File: src/rtl/vigna_coproc_pkg.sv
// Shared encodings for the vigna coprocessor dispatch path: M-extension funct3 values,
// dispatch FSM states and the signed-overflow operand constant.
package vigna_coproc_pkg;

   localparam logic [2:0] FUNC_MUL    = 3'b000;
   localparam logic [2:0] FUNC_MULH   = 3'b001;
   localparam logic [2:0] FUNC_MULHSU = 3'b010;
   localparam logic [2:0] FUNC_MULHU  = 3'b011;
   localparam logic [2:0] FUNC_DIV    = 3'b100;
   localparam logic [2:0] FUNC_DIVU   = 3'b101;
   localparam logic [2:0] FUNC_REM    = 3'b110;
   localparam logic [2:0] FUNC_REMU   = 3'b111;

   localparam logic [31:0] INT_MIN = 32'h8000_0000;

   typedef enum logic [1:0] {
      S_IDLE  = 2'd0,
      S_ISSUE = 2'd1,
      S_WB    = 2'd2
   } state_e;

endpackage

File: src/rtl/vigna_coproc_fastpath.sv
// Combinational detector for M-extension requests whose result is fixed by the ISA
// (zero multiplicand, divide by zero, signed overflow) and therefore needs no coprocessor.
module vigna_coproc_fastpath
   import vigna_coproc_pkg::*;
(
   input  logic [2:0]  func,
   input  logic [31:0] op1,
   input  logic [31:0] op2,
   output logic        hit,
   output logic [31:0] value
);

   logic op2_zero;
   logic overflow;

   assign op2_zero = (op2 == 32'd0);
   assign overflow = (op1 == INT_MIN) && (op2 == 32'hFFFF_FFFF);

   always_comb begin
      hit   = 1'b0;
      value = 32'd0;
      case (func)
         FUNC_MUL, FUNC_MULH, FUNC_MULHSU, FUNC_MULHU: begin
            hit = (op1 == 32'd0) || op2_zero;
         end
         FUNC_DIV: begin
            if (op2_zero) begin
               hit   = 1'b1;
               value = 32'hFFFF_FFFF;
            end else if (overflow) begin
               hit   = 1'b1;
               value = INT_MIN;
            end
         end
         FUNC_DIVU: begin
            hit   = op2_zero;
            value = 32'hFFFF_FFFF;
         end
         FUNC_REM: begin
            // Overflow remainder is zero, which is already the default value.
            hit   = op2_zero || overflow;
            value = op2_zero ? op1 : 32'd0;
         end
         FUNC_REMU: begin
            hit   = op2_zero;
            value = op1;
         end
         default: ;
      endcase
   end

endmodule

File: src/rtl/vigna_coproc_dispatch.sv
// Core-side initiator for the 3-bit-func coprocessor port: one request in flight, result handed to writeback.
// Define VIGNA_COPROC_FASTPATH_EN to resolve ISA-fixed results locally without issuing to the coprocessor.
module vigna_coproc_dispatch
   import vigna_coproc_pkg::*;
#(
   parameter logic [2:0] COPROC_ID = 3'd0,
   parameter int         RD_W      = 5
) (
   input  logic            clk,
   input  logic            resetn,
   input  logic            req_valid,
   output logic            req_ready,
   input  logic [2:0]      req_func,
   input  logic [RD_W-1:0] req_rd,
   input  logic [31:0]     req_op1,
   input  logic [31:0]     req_op2,
   output logic            cp_valid,
   input  logic            cp_ready,
   output logic [2:0]      cp_func,
   output logic [2:0]      cp_id,
   output logic [31:0]     cp_op1,
   output logic [31:0]     cp_op2,
   input  logic [31:0]     cp_result,
   output logic            wb_valid,
   input  logic            wb_ready,
   output logic [RD_W-1:0] wb_rd,
   output logic [31:0]     wb_data,
   output logic            busy
);

   state_e      state_q, state_d;
   logic        load_req;
   logic        load_result;
   logic [31:0] result_d;

`ifdef VIGNA_COPROC_FASTPATH_EN
   logic        fp_hit;
   logic [31:0] fp_value;

   vigna_coproc_fastpath u_fastpath (
      .func  (req_func),
      .op1   (req_op1),
      .op2   (req_op2),
      .hit   (fp_hit),
      .value (fp_value)
   );
`endif

   assign cp_id = COPROC_ID;

   always_ff @(posedge clk) begin
      if (!resetn) begin
         state_q <= S_IDLE;
         cp_func <= '0;
         cp_op1  <= '0;
         cp_op2  <= '0;
         wb_rd   <= '0;
         wb_data <= '0;
      end else begin
         state_q <= state_d;
         if (load_req) begin
            cp_func <= req_func;
            cp_op1  <= req_op1;
            cp_op2  <= req_op2;
            wb_rd   <= req_rd;
         end
         if (load_result) begin
            wb_data <= result_d;
         end
      end
   end

   // Writes to x0 are accepted and dropped; cp_valid is a pure state decode, so it falls the cycle after cp_ready.
   always_comb begin
      state_d     = state_q;
      load_req    = 1'b0;
      load_result = 1'b0;
      result_d    = cp_result;
      req_ready   = 1'b0;
      cp_valid    = 1'b0;
      wb_valid    = 1'b0;
      busy        = 1'b1;
      case (state_q)
         S_IDLE: begin
            req_ready = 1'b1;
            busy      = 1'b0;
            if (req_valid && (req_rd != '0)) begin
               load_req = 1'b1;
`ifdef VIGNA_COPROC_FASTPATH_EN
               if (fp_hit) begin
                  load_result = 1'b1;
                  result_d    = fp_value;
                  state_d     = S_WB;
               end else begin
                  state_d = S_ISSUE;
               end
`else
               state_d = S_ISSUE;
`endif
            end
         end
         S_ISSUE: begin
            cp_valid = 1'b1;
            if (cp_ready) begin
               load_result = 1'b1;
               state_d     = S_WB;
            end
         end
         S_WB: begin
            wb_valid = 1'b1;
            if (wb_ready) begin
               state_d = S_IDLE;
            end
         end
         default: state_d = S_IDLE;
      endcase
   end

endmodule

File: config.mk
export PLATFORM = sky130hd
export DESIGN_NAME = vigna_coproc_dispatch
export DESIGN_NICKNAME = d
export VERILOG_FILES = /design/src/rtl/vigna_coproc_pkg.sv /design/src/rtl/vigna_coproc_fastpath.sv /design/src/rtl/vigna_coproc_dispatch.sv
export SDC_FILE = /design/constraint.sdc
export NUM_CORES = 1
export LEC_CHECK = 0
export ABC_CLOCK_PERIOD_IN_PS = 3260
export BUFFER_PORTS_ARGS = -buffer_cell sky130_fd_sc_hd__buf_2
export CORE_MARGIN = 2
export CORE_UTILIZATION = 35
export CTS_CLUSTER_SIZE = 40
export DETAILED_ROUTE_END_ITERATION = 16
export GPL_ROUTABILITY_DRIVEN = 1
export GPL_TIMING_DRIVEN = 0
export MAX_ROUTING_LAYER = met4
export SETUP_SLACK_MARGIN = 0.5
export SLEW_MARGIN = 20
export SYNTH_ARGS = -nofsm -noshare
export SYNTH_HDL_FRONTEND = slang
export SYNTH_HIERARCHICAL = 1
export SYNTH_SLANG_ARGS = --single-unit
File: constraint.sdc
create_clock -name clk -period 3.26 [get_ports clk]
set_clock_uncertainty 0.05 [all_clocks]
set_input_delay 0.163 -clock clk [delete_from_list [all_inputs] [get_ports clk]]
set_output_delay 0.163 -clock clk [all_outputs]
set_load 0.01 [all_outputs]
==> reports/metrics.yaml, run 1 <==
slowest_delay_ns: 0.64
pwr-share-clk_pct: 37.8
clkTransAtPathRegs_ns: 0.07
finalWirelength_um: 11670
synth_cells: 471
crit_start: "state_q[0]$_SDFFE_PN0P_"
overflow: 0
core_area_um2: 11860
rows: 40
synthSimpleGateAreaFrac_pct: 20.29
synth_largest_area_cell: "dfxtp_1"
cts-buffers-inserted: 9
die_w_um: 113.8
cp_data_arrival_time_ns: 2.20
synth_top_family_by_area: "simple AND/OR/NAND/NOR gates"
worstHoldPathType: "input port to register"
antenna_found_initial: 0
setup-tns-final_ns: 0
io_pins: 220
crit_family: "simple AND/OR/NAND/NOR gates"
clk_latency_ns: 0.34
synthesis.area_um2: 4218
irDropWorstVdd_uv: 258.9
start_util_pct: 35.56
die-area_um2: 12940
worst_pin_slew_ns: 0.7540
detail-route-antenna-nets: 0
cp.required_ns: 3.48
synth_top_area_share_pct: 50.31
reg2reg_setup_slack_ns: 1.28
final_common_cell: "buf_2"
synth_xor_area_share_pct: 0
multiInputGateArea_um2: 1826
grtUsageMet2_pct: 28.70
cp_slowest_cell: "nor3b_1"
hpwl_um: 8635
worstRegToRegCells: 5
ys_types: 20
cts_buffer_depth: 2
cts_resized: 0
routedWlPerCell_um: 13.40
synthMuxAreaShare_pct: 15.90
firstDrtPassIters: 4
grt_use_total_pct: 17.98
vias_per_cell: 4.535
power.share.combinational_pct: 16.0
cp-endpoint: "cp_op1[4]$_SDFFE_PN0P_"
grt-busiest-layer: "met2"
grt_use_met1_pct: 22.02
worstSetupPathType: "register to register"
grt_max_degree: 17
drive_gt1_share_pct: 33.43
setup_viol: 0
grt_pass1_vias: 3713
use_met3_pct: 3.135
max_freq_mhz: 505.2
grt_first_pass_wirelength_um: 17950
cp.depth: 5
regArea_um2: 2122
power.density_nw_per_um2: 513.2
htree_levels: 3
drt_iter0_drc: 151
area_delta_synth_final_pct: 42.36
final_util_pct: 50.62
netSwitchingFraction_pct: 24.96
seq_area_frac_synth_pct: 50.31
final_cell_mix: "buf_2 (215), nand2_1 (203), dfxtp_1 (106)"
clkSinkCount: 106
status: "completed"
synth_seq_cells: 106
yosys_warnings: 6
path_max_fanout: 10
synth_compound_gate_area_share_pct: 6.823
synth_area_leaders: "dfxtp_1 (50%), nand2_1 (18%), mux2i_1 (16%), a21boi_0 (5.7%), buf_12 (2.8%)"
cts_tree: "done"
cts_setup_buffers: 0
crit_buf_inv: 2
start_kind: "register"
hold_violations: 0
chipHeight_um: 113.8
r2r_end: "cp_op1[4]$_SDFFE_PN0P_"
p_int_uw: 2312
drc_errors: 0
max_slew_margin_pct: 49.63
max_cap_violations: 0
power_leakage_uw: 0.002925
grt_setup_unrepaired: "false"
p_sw_uw: 769.1
io_buffers: 215
fillers: 1168
clockRootBuffer: "clkbuf_16"
avgSynthCellArea_um2: 8.955
gp_congestion: 0.7938
fin_crit_sh_pct: 60.71
synth_adder_area_share_pct: 0
diodes: 0
slew_viol_final: 0
worstPathCellList: "nor3b_1, o21a_1, buf_8, buf_12, mux2i_1"
worst_setup_path_end_kind: "register"
period_minus_slack_ns: 1.979
seq_power_share_pct: 46.2
num-nets-final: 828
reg2reg_from: "state_q[0]$_SDFFE_PN0P_"
via_count: 3950
cell families after synthesis:
kind of cell / after synthesis
AND/OR/NAND/NOR: 218
flip-flops: 106
multiplexers: 67
AO/OA/AOI/OAI: 40
buffers and inverters: 39
other: 1
worst min-delay path by stage:
| stage | cells after the start | slack (ns) | end | start |
|---|---|---|---|---|
| 4_1_cts | 3 | 0.0001 | wb_data[4]$_SDFFE_PN0P_ | cp_result[4] |
| 5_1_grt | 3 | 0.01 | cp_op1[31]$_SDFFE_PN0P_ | req_op1[31] |
| 2_1_floorplan | 2 | 0.24 | wb_rd[0]$_SDFFE_PN0P_ | req_rd[0] |
| 3_5_place_dp | 3 | 0.35 | wb_rd[0]$_SDFFE_PN0P_ | req_rd[0] |
| 3_3_place_gp | 3 | 0.35 | wb_rd[0]$_SDFFE_PN0P_ | req_rd[0] |
| 6_report | 3 | 0.007 | cp_op1[1]$_SDFFE_PN0P_ | req_op1[1] |
power groups by stage:
stage	Combinational, µW	Clock, µW	Sequential, µW
after global routing	541	1250	1430
final	494	1160	1420
after detailed placement	479	0	1450
after global placement	471	0	1450
after floorplan	234	0	1490
after CTS	499	1200	1420
sequential cells by signal, summed over array words and instances (netlist names):
signal / count
wb_rd: 5
cp_op2: 32
cp_func: 3
state_q: 2
cp_op1: 32
wb_data: 32
synth_stat cells:
| master | count |
|---|---|
| a21boi_0 | 32 |
| and2b_1 | 1 |
| and3b_1 | 1 |
| buf_12 | 6 |
| buf_4 | 3 |
| buf_8 | 2 |
| clkbuf_1 | 27 |
| conb_1 | 1 |
| dfxtp_1 | 106 |
| inv_1 | 1 |
| mux2i_1 | 67 |
| nand2_1 | 203 |
| nand3_1 | 5 |
| nand3b_1 | 1 |
| nor2_1 | 1 |
| nor2b_1 | 3 |
| nor3b_1 | 2 |
| o21a_1 | 3 |
| o21ai_0 | 5 |
| or4_1 | 1 |
routing by layer:
metal  up-vias  part of all wire [%]
met5         -                     0
li1       2001                     -
met1      1778                    45
met3        25                   5.8
met2       146                    47
met4         0                   3.0
area by class of cell:
class,instances,area share [%]
buffer,38,4.563
multi-input combinational,328,30.40
inverter,1,0.06251
timing repair buffer,235,21.25
clock inverter,6,1.334
tap,147,3.063
clock buffer,10,3.980
sequential,106,35.34
timing repair:
item | CTS | global route
setup endpoints to repair | 0 | 0
hold endpoints to repair | 20 | 0
hold buffers | 20 | 0
stage by stage:
| step | power (µW) | instances | setup slack, ns | hold slack, ns | area, µm² |
|---|---|---|---|---|---|
| CTS | 3125 | 871 | 1.311 | 0.0001024 | 6005 |
| global placement | 1921 | 835 | 1.385 | 0.3475 | 5485 |
| floorplan | 1725 | 473 | 1.673 | 0.2434 | 4225 |
| global route | 3224 | 871 | 1.213 | 0.009837 | 6005 |
| detailed placement | 1932 | 835 | 1.341 | 0.3536 | 5485 |
| finish | 3082 | 871 | 1.281 | 0.007408 | 6005 |
tightest hold or removal path, delay by kind of cell:
family	cells	cell delay, ns
buf+inv	1	0.10
simple gates	1	0.05
mux	1	0.05
No activity file was read; power rests on OpenSTA's default activity.
==> run 2: changes to the inputs <==
--- a/config.mk
+++ b/config.mk
@@ -5,7 +5,8 @@
 export SDC_FILE = /design/constraint.sdc
 export NUM_CORES = 1
 export LEC_CHECK = 0
-export ABC_CLOCK_PERIOD_IN_PS = 3260
+export ABC_AREA = 1
+export ABC_CLOCK_PERIOD_IN_PS = 1800
 export BUFFER_PORTS_ARGS = -buffer_cell sky130_fd_sc_hd__buf_2
 export CORE_MARGIN = 2
 export CORE_UTILIZATION = 35
@@ -14,6 +15,7 @@
 export GPL_ROUTABILITY_DRIVEN = 1
 export GPL_TIMING_DRIVEN = 0
 export MAX_ROUTING_LAYER = met4
+export PLACE_DENSITY = 0.66
 export SETUP_SLACK_MARGIN = 0.5
 export SLEW_MARGIN = 20
 export SYNTH_ARGS = -nofsm -noshare
==> constraint.sdc (replaced) <==
create_clock -name clk -period 1.8 [get_ports clk]
set_clock_uncertainty 0.05 [all_clocks]
set_input_delay 0.09 -clock clk [delete_from_list [all_inputs] [get_ports clk]]
set_output_delay 0.09 -clock clk [all_outputs]
set_load 0.01 [all_outputs]
==> reports/metrics.yaml, run 2 <==
yosysMostFrequentCell: "nand2_1"  # unchanged
start_kind: "register"  # unchanged
reg2reg_setup_slack_ns: 0.45  # was 1.28 ns
pre_cts_ws_ns: 0.2862  # was 1.341 ns
drc_errors: 0  # unchanged
top_regs: "cp_op1 (32), cp_op2 (32), wb_data (32)"  # unchanged
clkTransAtPathRegs_ns: 0.07  # about the same
vias_per_cell: 4.649  # was 4.535
routedWlPerCell_um: 13.79  # was 13.40 µm
max_freq_mhz: 740.2  # was 505.2 MHz
max_cap_violations: 0  # unchanged
yosys_warnings: 6  # unchanged
setup_viol: 0  # unchanged
hpwl_um: 9175  # was 8635 µm
clkSinkCount: 106  # unchanged
status: "completed"  # unchanged
overflow: 0  # unchanged
hold_violations: 0  # unchanged
cts_buffer_depth: 2  # unchanged
max_slew_margin_pct: 66.38  # was 49.63%
start_util_pct: 35.43  # was 35.56%
gp_congestion: 0.7732  # was 0.7938
worst_pin_slew_ns: 0.5042  # was 0.7540 ns
io_pins: 220  # unchanged
detail-route-antenna-nets: 0  # unchanged
die-area_um2: 13530  # was 12940 µm²
drt_iter0_drc: 363  # was 151
synth_xor_area_share_pct: 0  # unchanged
synth_edf_count: 0  # unchanged
worst_slack_ns: 0.4490  # was 1.281 ns
area_delta_synth_final_pct: 61.98  # was 42.36%
synthSimpleGateAreaFrac_pct: 32.21  # was 20.29%
cts-buffers-inserted: 9  # unchanged
power.density_nw_per_um2: 851.7  # was 513.2 nW/µm²
final_common_cell: "buf_2"  # unchanged
chipHeight_um: 116.3  # was 113.8 µm
fin_crit_sh_pct: 75.05  # was 60.71%
crit_buf_inv: 3  # was 2
grt_first_pass_wirelength_um: 21960  # was 17950 µm
num-nets-final: 998  # was 828
synth_adder_area_share_pct: 0  # unchanged
synth_compound_gate_area_share_pct: 11.90  # was 6.823%
clk_latency_ns: 0.35  # was 0.34 ns
seq_area_frac_synth_pct: 48.05  # was 50.31%
htree_levels: 3  # unchanged
cp.required_ns: 2.02  # was 3.48 ns
avgSynthCellArea_um2: 7.776  # was 8.955 µm²
slowest_delay_ns: 0.36  # was 0.64 ns
core_area_um2: 12470  # was 11860 µm²
synthMuxAreaShare_pct: 0  # was 15.90%
irDropWorstVdd_uv: 566.0  # was 258.9 µV
clockRootBuffer: "clkbuf_16"  # unchanged
firstDrtPassIters: 4  # unchanged
grt_use_total_pct: 21.01  # was 17.98%
setup-tns-final_ns: 0  # unchanged
grt_max_degree: 18  # was 17
synth_top_family_by_area: "simple AND/OR/NAND/NOR gates"  # unchanged
synth_top_area_share_pct: 48.05  # was 50.31%
cp_data_arrival_time_ns: 1.57  # was 2.20 ns
worstHoldPathType: "input port to register"  # unchanged
worstPathCellList: "inv_4, nand2_4, nor2_4, buf_8, buf_6, a21oi_1, nor2_1"  # was nor3b_1, o21a_1, buf_8, buf_12, mux2i_1
rows: 41  # was 40
path_max_fanout: 10  # unchanged
synthesis.area_um2: 4417  # was 4218 µm²
worstSetupPathType: "register to register"  # unchanged
finalWirelength_um: 14700  # was 11670 µm
multiInputGateArea_um2: 1981  # was 1826 µm²
grt_setup_unrepaired: "true"  # was false
synth_cells: 568  # was 471
synth_seq_cells: 106  # unchanged
final_cell_mix: "buf_2 (219), nand2_1 (108), a21oi_1 (104), dfxtp_1 (104), dlygate4sd3_1 (80)"  # was buf_2 (215), nand2_1 (203), dfxtp_1 (106)
grt_pass1_vias: 4655  # was 3713
antenna_found_initial: 0  # unchanged
drive_gt1_share_pct: 32.33  # was 33.43%
synth_area_leaders: "dfxtp_1 (48%), nand3b_1 (12%), a21oi_1 (12%), nand2_1 (9.3%), nor2_1 (6.4%)"  # was dfxtp_1 (50%), nand2_1 (18%), mux2i_1 (16%), a21boi_0 (5.7%), buf_12 (2.8%)
fillers: 1156  # was 1168
regArea_um2: 2127  # was 2122 µm²
cp_slowest_cell: "dfxtp_4"  # was nor3b_1
slew_viol_final: 0  # unchanged
die_w_um: 116.3  # was 113.8 µm
worst_setup_path_end_kind: "register"  # unchanged
cts_tree: "done"  # unchanged
power_leakage_uw: 0.003416  # was 0.002925 µW
synthArstFlopShare_pct: 0  # unchanged
io_buffers: 214  # was 215
synth_commonest_cells: "nand2_1 (109), dfxtp_1 (106), a21oi_1 (105)"  # was nand2_1 (203), dfxtp_1 (106), mux2i_1 (67)
synth_largest_area_cell: "dfxtp_1"  # unchanged
crit_family: "buffers and inverters"  # was simple AND/OR/NAND/NOR gates
diodes: 0  # unchanged
via_count: 4956  # was 3950
period_minus_slack_ns: 1.351  # was 1.979 ns
synthFlopType: "dfxtp_1"  # unchanged
ys_types: 19  # was 20
[run 2: cell types whose count changed after synthesis, sizes merged, moves of 32 or more]
cell,previous run,this run
nand2,203,110
nand3b,1,71
nor2,1,77
mux2i,67,0
a21oi,0,105
a21boi,32,0
[run 2: routing by layer]
metal  GRT usage, %  part of all wire, %
met4          7.778                  2.3
met1          24.34                   42
met3          4.826                  7.4
met2          35.54                   48
met5              -                    0
[run 2: logic make-up after synthesis]
family	after synthesis
AOI/OAI and AO/OA	105
buffers and inverters	64
DFF	106
other	1
and+or+nand+nor	292
[run 2: final cells by class]
type                    instances  area share [%]
flip-flops and latches        106           29.73
repair buffers                308           28.70
clock buffers                  10           3.340
multi-input cells             400           27.68
plain buffers                  54           5.701
clock inverters                 6           1.242
well taps                     172           3.008
inverters                      10          0.5946
[run 2: worst reg2reg max path, delay by kind of cell, from the launching register on]
family	cells	cell delay, ns
AO/OA/AOI/OAI	1	0.09
flip-flops	1	0.36
AND/OR/NAND/NOR	3	0.38
buffers and inverters	3	0.39
[run 2: path summary, 6_finish.rpt]
check / from / end / cells past startpoint
setup / recovery: state_q[1]$_SDFFE_PN0P_ / cp_op2[17]$_SDFFE_PN0P_ / 7
hold / removal: req_op1[9] / cp_op1[9]$_SDFFE_PN0P_ / 4
setup reg to reg: state_q[1]$_SDFFE_PN0P_ / cp_op2[17]$_SDFFE_PN0P_ / 7
hold reg to reg: wb_data[20]$_SDFFE_PN0P_ / wb_data[20]$_SDFFE_PN0P_ / 2
[run 2: timing repair]
item,in CTS,in global routing
pin swaps,2,3
hold buffers,80,0
gates resized for setup,32,19
endpoints found under the setup margin,104,99
cloned,2,4
setup buffers,4,4
hold endpoints to repair,80,0
[run 2: metrics by stage]
step / instances / utilization, % / total power, µW / cell area (µm²) / hold WS, ns
finish: 1066 / 57.39 / 6094 / 7154 / 0.004341
global placement: 956 / 45.81 / 3687 / 5710 / 0.2972
CTS: 1058 / 56.11 / 6056 / 6994 / 0.0001467
global route: 1066 / 57.39 / 6395 / 7154 / 0.01603
detailed placement: 956 / 45.81 / 3698 / 5710 / 0.3132
floorplan: 570 / - / 3275 / 4424 / 0.2044
[run 2: power breakdown]
| group | internal (µW) | switching (µW) |
|---|---|---|
| sequential | 2530 | 91.9 |
| combinational | 675 | 634 |
| clock | 1260 | 905 |
==> run 3: changes to the inputs <==
--- a/config.mk
+++ b/config.mk
@@ -5,8 +5,8 @@
 export SDC_FILE = /design/constraint.sdc
 export NUM_CORES = 1
 export LEC_CHECK = 0
-export ABC_AREA = 1
-export ABC_CLOCK_PERIOD_IN_PS = 1800
+export ABC_AREA = 0
+export ABC_CLOCK_PERIOD_IN_PS = 1260
 export BUFFER_PORTS_ARGS = -buffer_cell sky130_fd_sc_hd__buf_2
 export CORE_MARGIN = 2
 export CORE_UTILIZATION = 35
@@ -15,7 +15,6 @@
 export GPL_ROUTABILITY_DRIVEN = 1
 export GPL_TIMING_DRIVEN = 0
 export MAX_ROUTING_LAYER = met4
-export PLACE_DENSITY = 0.66
 export SETUP_SLACK_MARGIN = 0.5
 export SLEW_MARGIN = 20
 export SYNTH_ARGS = -nofsm -noshare
==> constraint.sdc (replaced) <==
create_clock -name clk -period 1.26 [get_ports clk]
set_clock_uncertainty 0.05 [all_clocks]
set_input_delay 0.063 -clock clk [delete_from_list [all_inputs] [get_ports clk]]
set_output_delay 0.063 -clock clk [all_outputs]
set_load 0.01 [all_outputs]
==> reports/metrics.yaml, run 3 (synthesis gave the netlist of run 1 again) <==
status: "complete, but fails checks"  # was completed
violations: "setup timing"
routedWlPerCell_um: 16.73  # was 13.79 µm
clockRootBuffer: "clkbuf_16"  # unchanged
drive_gt1_share_pct: 52.69  # was 32.33%
hold_violations: 0  # unchanged
hpwl_um: 8578  # was 9175 µm
irDropWorstVdd_uv: 722.7  # was 566.0 µV
drt_iter0_drc: 211  # was 363
core_area_um2: 11860  # was 12470 µm²
final_cell_area_um2: 8583  # was 7154 µm²
max_cap_violations: 0  # unchanged
p_total_uw: 9213  # was 6094 µW
chipHeight_um: 113.8  # was 116.3 µm
clk_latency_ns: 0.34  # was 0.35 ns
die-area_um2: 12940  # was 13530 µm²
cts-buffers-inserted: 9  # unchanged
cts_tree: "done"  # unchanged
path_max_fanout: 5  # was 10
io_pins: 220  # unchanged
min_path_cells: 3  # was 4
max_freq_mhz: 655.0  # was 740.2 MHz
grt_use_total_pct: 23.25  # was 21.01%
period_minus_slack_ns: 1.527  # was 1.351 ns
dpl_cell_area_um2: 5557  # was 5710 µm²
overflow: 0  # unchanged
power_leakage_uw: 0.003996  # was 0.003416 µW
grt_first_pass_wirelength_um: 23160  # was 21960 µm
gp_congestion: 0.7805  # was 0.7732
worstSetupPathType: "register to register"  # unchanged
final_cell_mix: "nand2_1 (180), buf_6 (112), buf_2 (109)"  # was buf_2 (219), nand2_1 (108), a21oi_1 (104), dfxtp_1 (104), dlygate4sd3_1 (80)
num-nets-final: 960  # was 998
finalWirelength_um: 16780  # was 14700 µm
drc_errors: 0  # unchanged
diodes: 0  # unchanged
grt_setup_unrepaired: "true"  # unchanged
top_regs: "cp_op1 (32), cp_op2 (32), wb_data (32)"  # unchanged
worst_slack_ns: -0.2668  # was 0.4490 ns
area_delta_synth_final_pct: 103.5  # was 61.98%
via_count: 4727  # was 4956
cp_data_arrival_time_ns: 1.74  # was 1.57 ns
worstRegToRegCells: 5  # was 7
grt_pass1_vias: 4792  # was 4655
antenna_found_initial: 0  # unchanged
cts_buffer_depth: 2  # unchanged
final_common_cell: "nand2_1"  # was buf_2
cp.required_ns: 1.47  # was 2.02 ns
power.density_nw_per_um2: 1073  # was 851.7 nW/µm²
max_slew_margin_pct: 66.35  # was 66.38%
die_w_um: 113.8  # was 116.3 µm
io_buffers: 215  # was 214
slew_viol_final: 0  # unchanged
detail-route-antenna-nets: 0  # unchanged
vias_per_cell: 4.713  # was 4.649
worst_pin_slew_ns: 0.5048  # was 0.5042 ns
worst_setup_path_end_kind: "register"  # unchanged
start_util_pct: 35.56  # was 35.43%
htree_levels: 3  # unchanged
start_kind: "register"  # unchanged
rows: 40  # was 41
worstHoldPathType: "input port to register"  # unchanged
clkTransAtPathRegs_ns: 0.07  # about the same
setup_viol: 107  # was 0
clkSinkCount: 106  # unchanged
grt_max_degree: 17  # was 18
firstDrtPassIters: 4  # unchanged
fin_crit_sh_pct: 121.2  # was 75.05%
-- run 3: final timing paths --
kind | from | endpoint | slack [ns]
max | state_q[0]$_SDFFE_PN0P_ | cp_op2[17]$_SDFFE_PN0P_ | -0.27
min | wb_ready | state_q[1]$_SDFFE_PN0P_ | 0.007
max reg2reg | state_q[0]$_SDFFE_PN0P_ | cp_op2[17]$_SDFFE_PN0P_ | -0.27
min reg2reg | wb_data[24]$_SDFFE_PN0P_ | wb_data[24]$_SDFFE_PN0P_ | 0.41
-- run 3: area by class of cell --
class                   instances  area (µm²)
flip-flops and latches        106        2260
well taps                     147       183.9
repair buffers                367        3326
clock inverters                 5       101.3
clock buffers                  11       232.7
plain buffers                  38       384.1
multi-input cells             328        2092
fillers                       811        3278
inverters                       1       3.754
-- run 3: metal layers --
layer | track usage, % | up-vias | routed length (µm)
li1 | - | 2271 | -
met1 | 24.84 | 2257 | 6241
met2 | 42.59 | 157 | 9265
met3 | 3.613 | 42 | 661
met4 | 10.00 | 0 | 616
met5 | - | - | 0
-- run 3: through the flow --
step	worst slack, ns	utilization, %	cells	setup TNS [ns]	hold slack, ns
finish	-0.2668	72.36	1003	-13.56	0.007355
global route	-0.3042	72.36	1003	-20.76	0.01275
CTS	-0.2043	65.98	970	-13.37	-0.004495
detailed placement	-0.3814	46.85	835	-24.13	0.2555
global placement	-0.3581	46.85	835	-23.29	0.2520
floorplan	-0.1312	-	473	-8.850	0.1434
-- run 3: timing repair --
item	4_1_cts	5_1_grt
endpoints found under the setup margin	214	214
hold endpoints to repair	105	0
buffers inserted	12	25
gates cloned	3	8
gates resized for setup	230	101
pin swaps	6	39
hold buffers	104	0
-- run 3: power by group --
group	internal (µW)	switching, µW
logic	1340	880
clock network	1940	1270
registers	3620	171
-- run 3: critical path, stage by stage, from the launching register on --
cell and delay (ns):
dfxtp_4 0.36, nor3b_4 0.25, o21a_4 0.22, clkbuf_16 0.17, clkbuf_16 0.15, mux2i_1 0.24
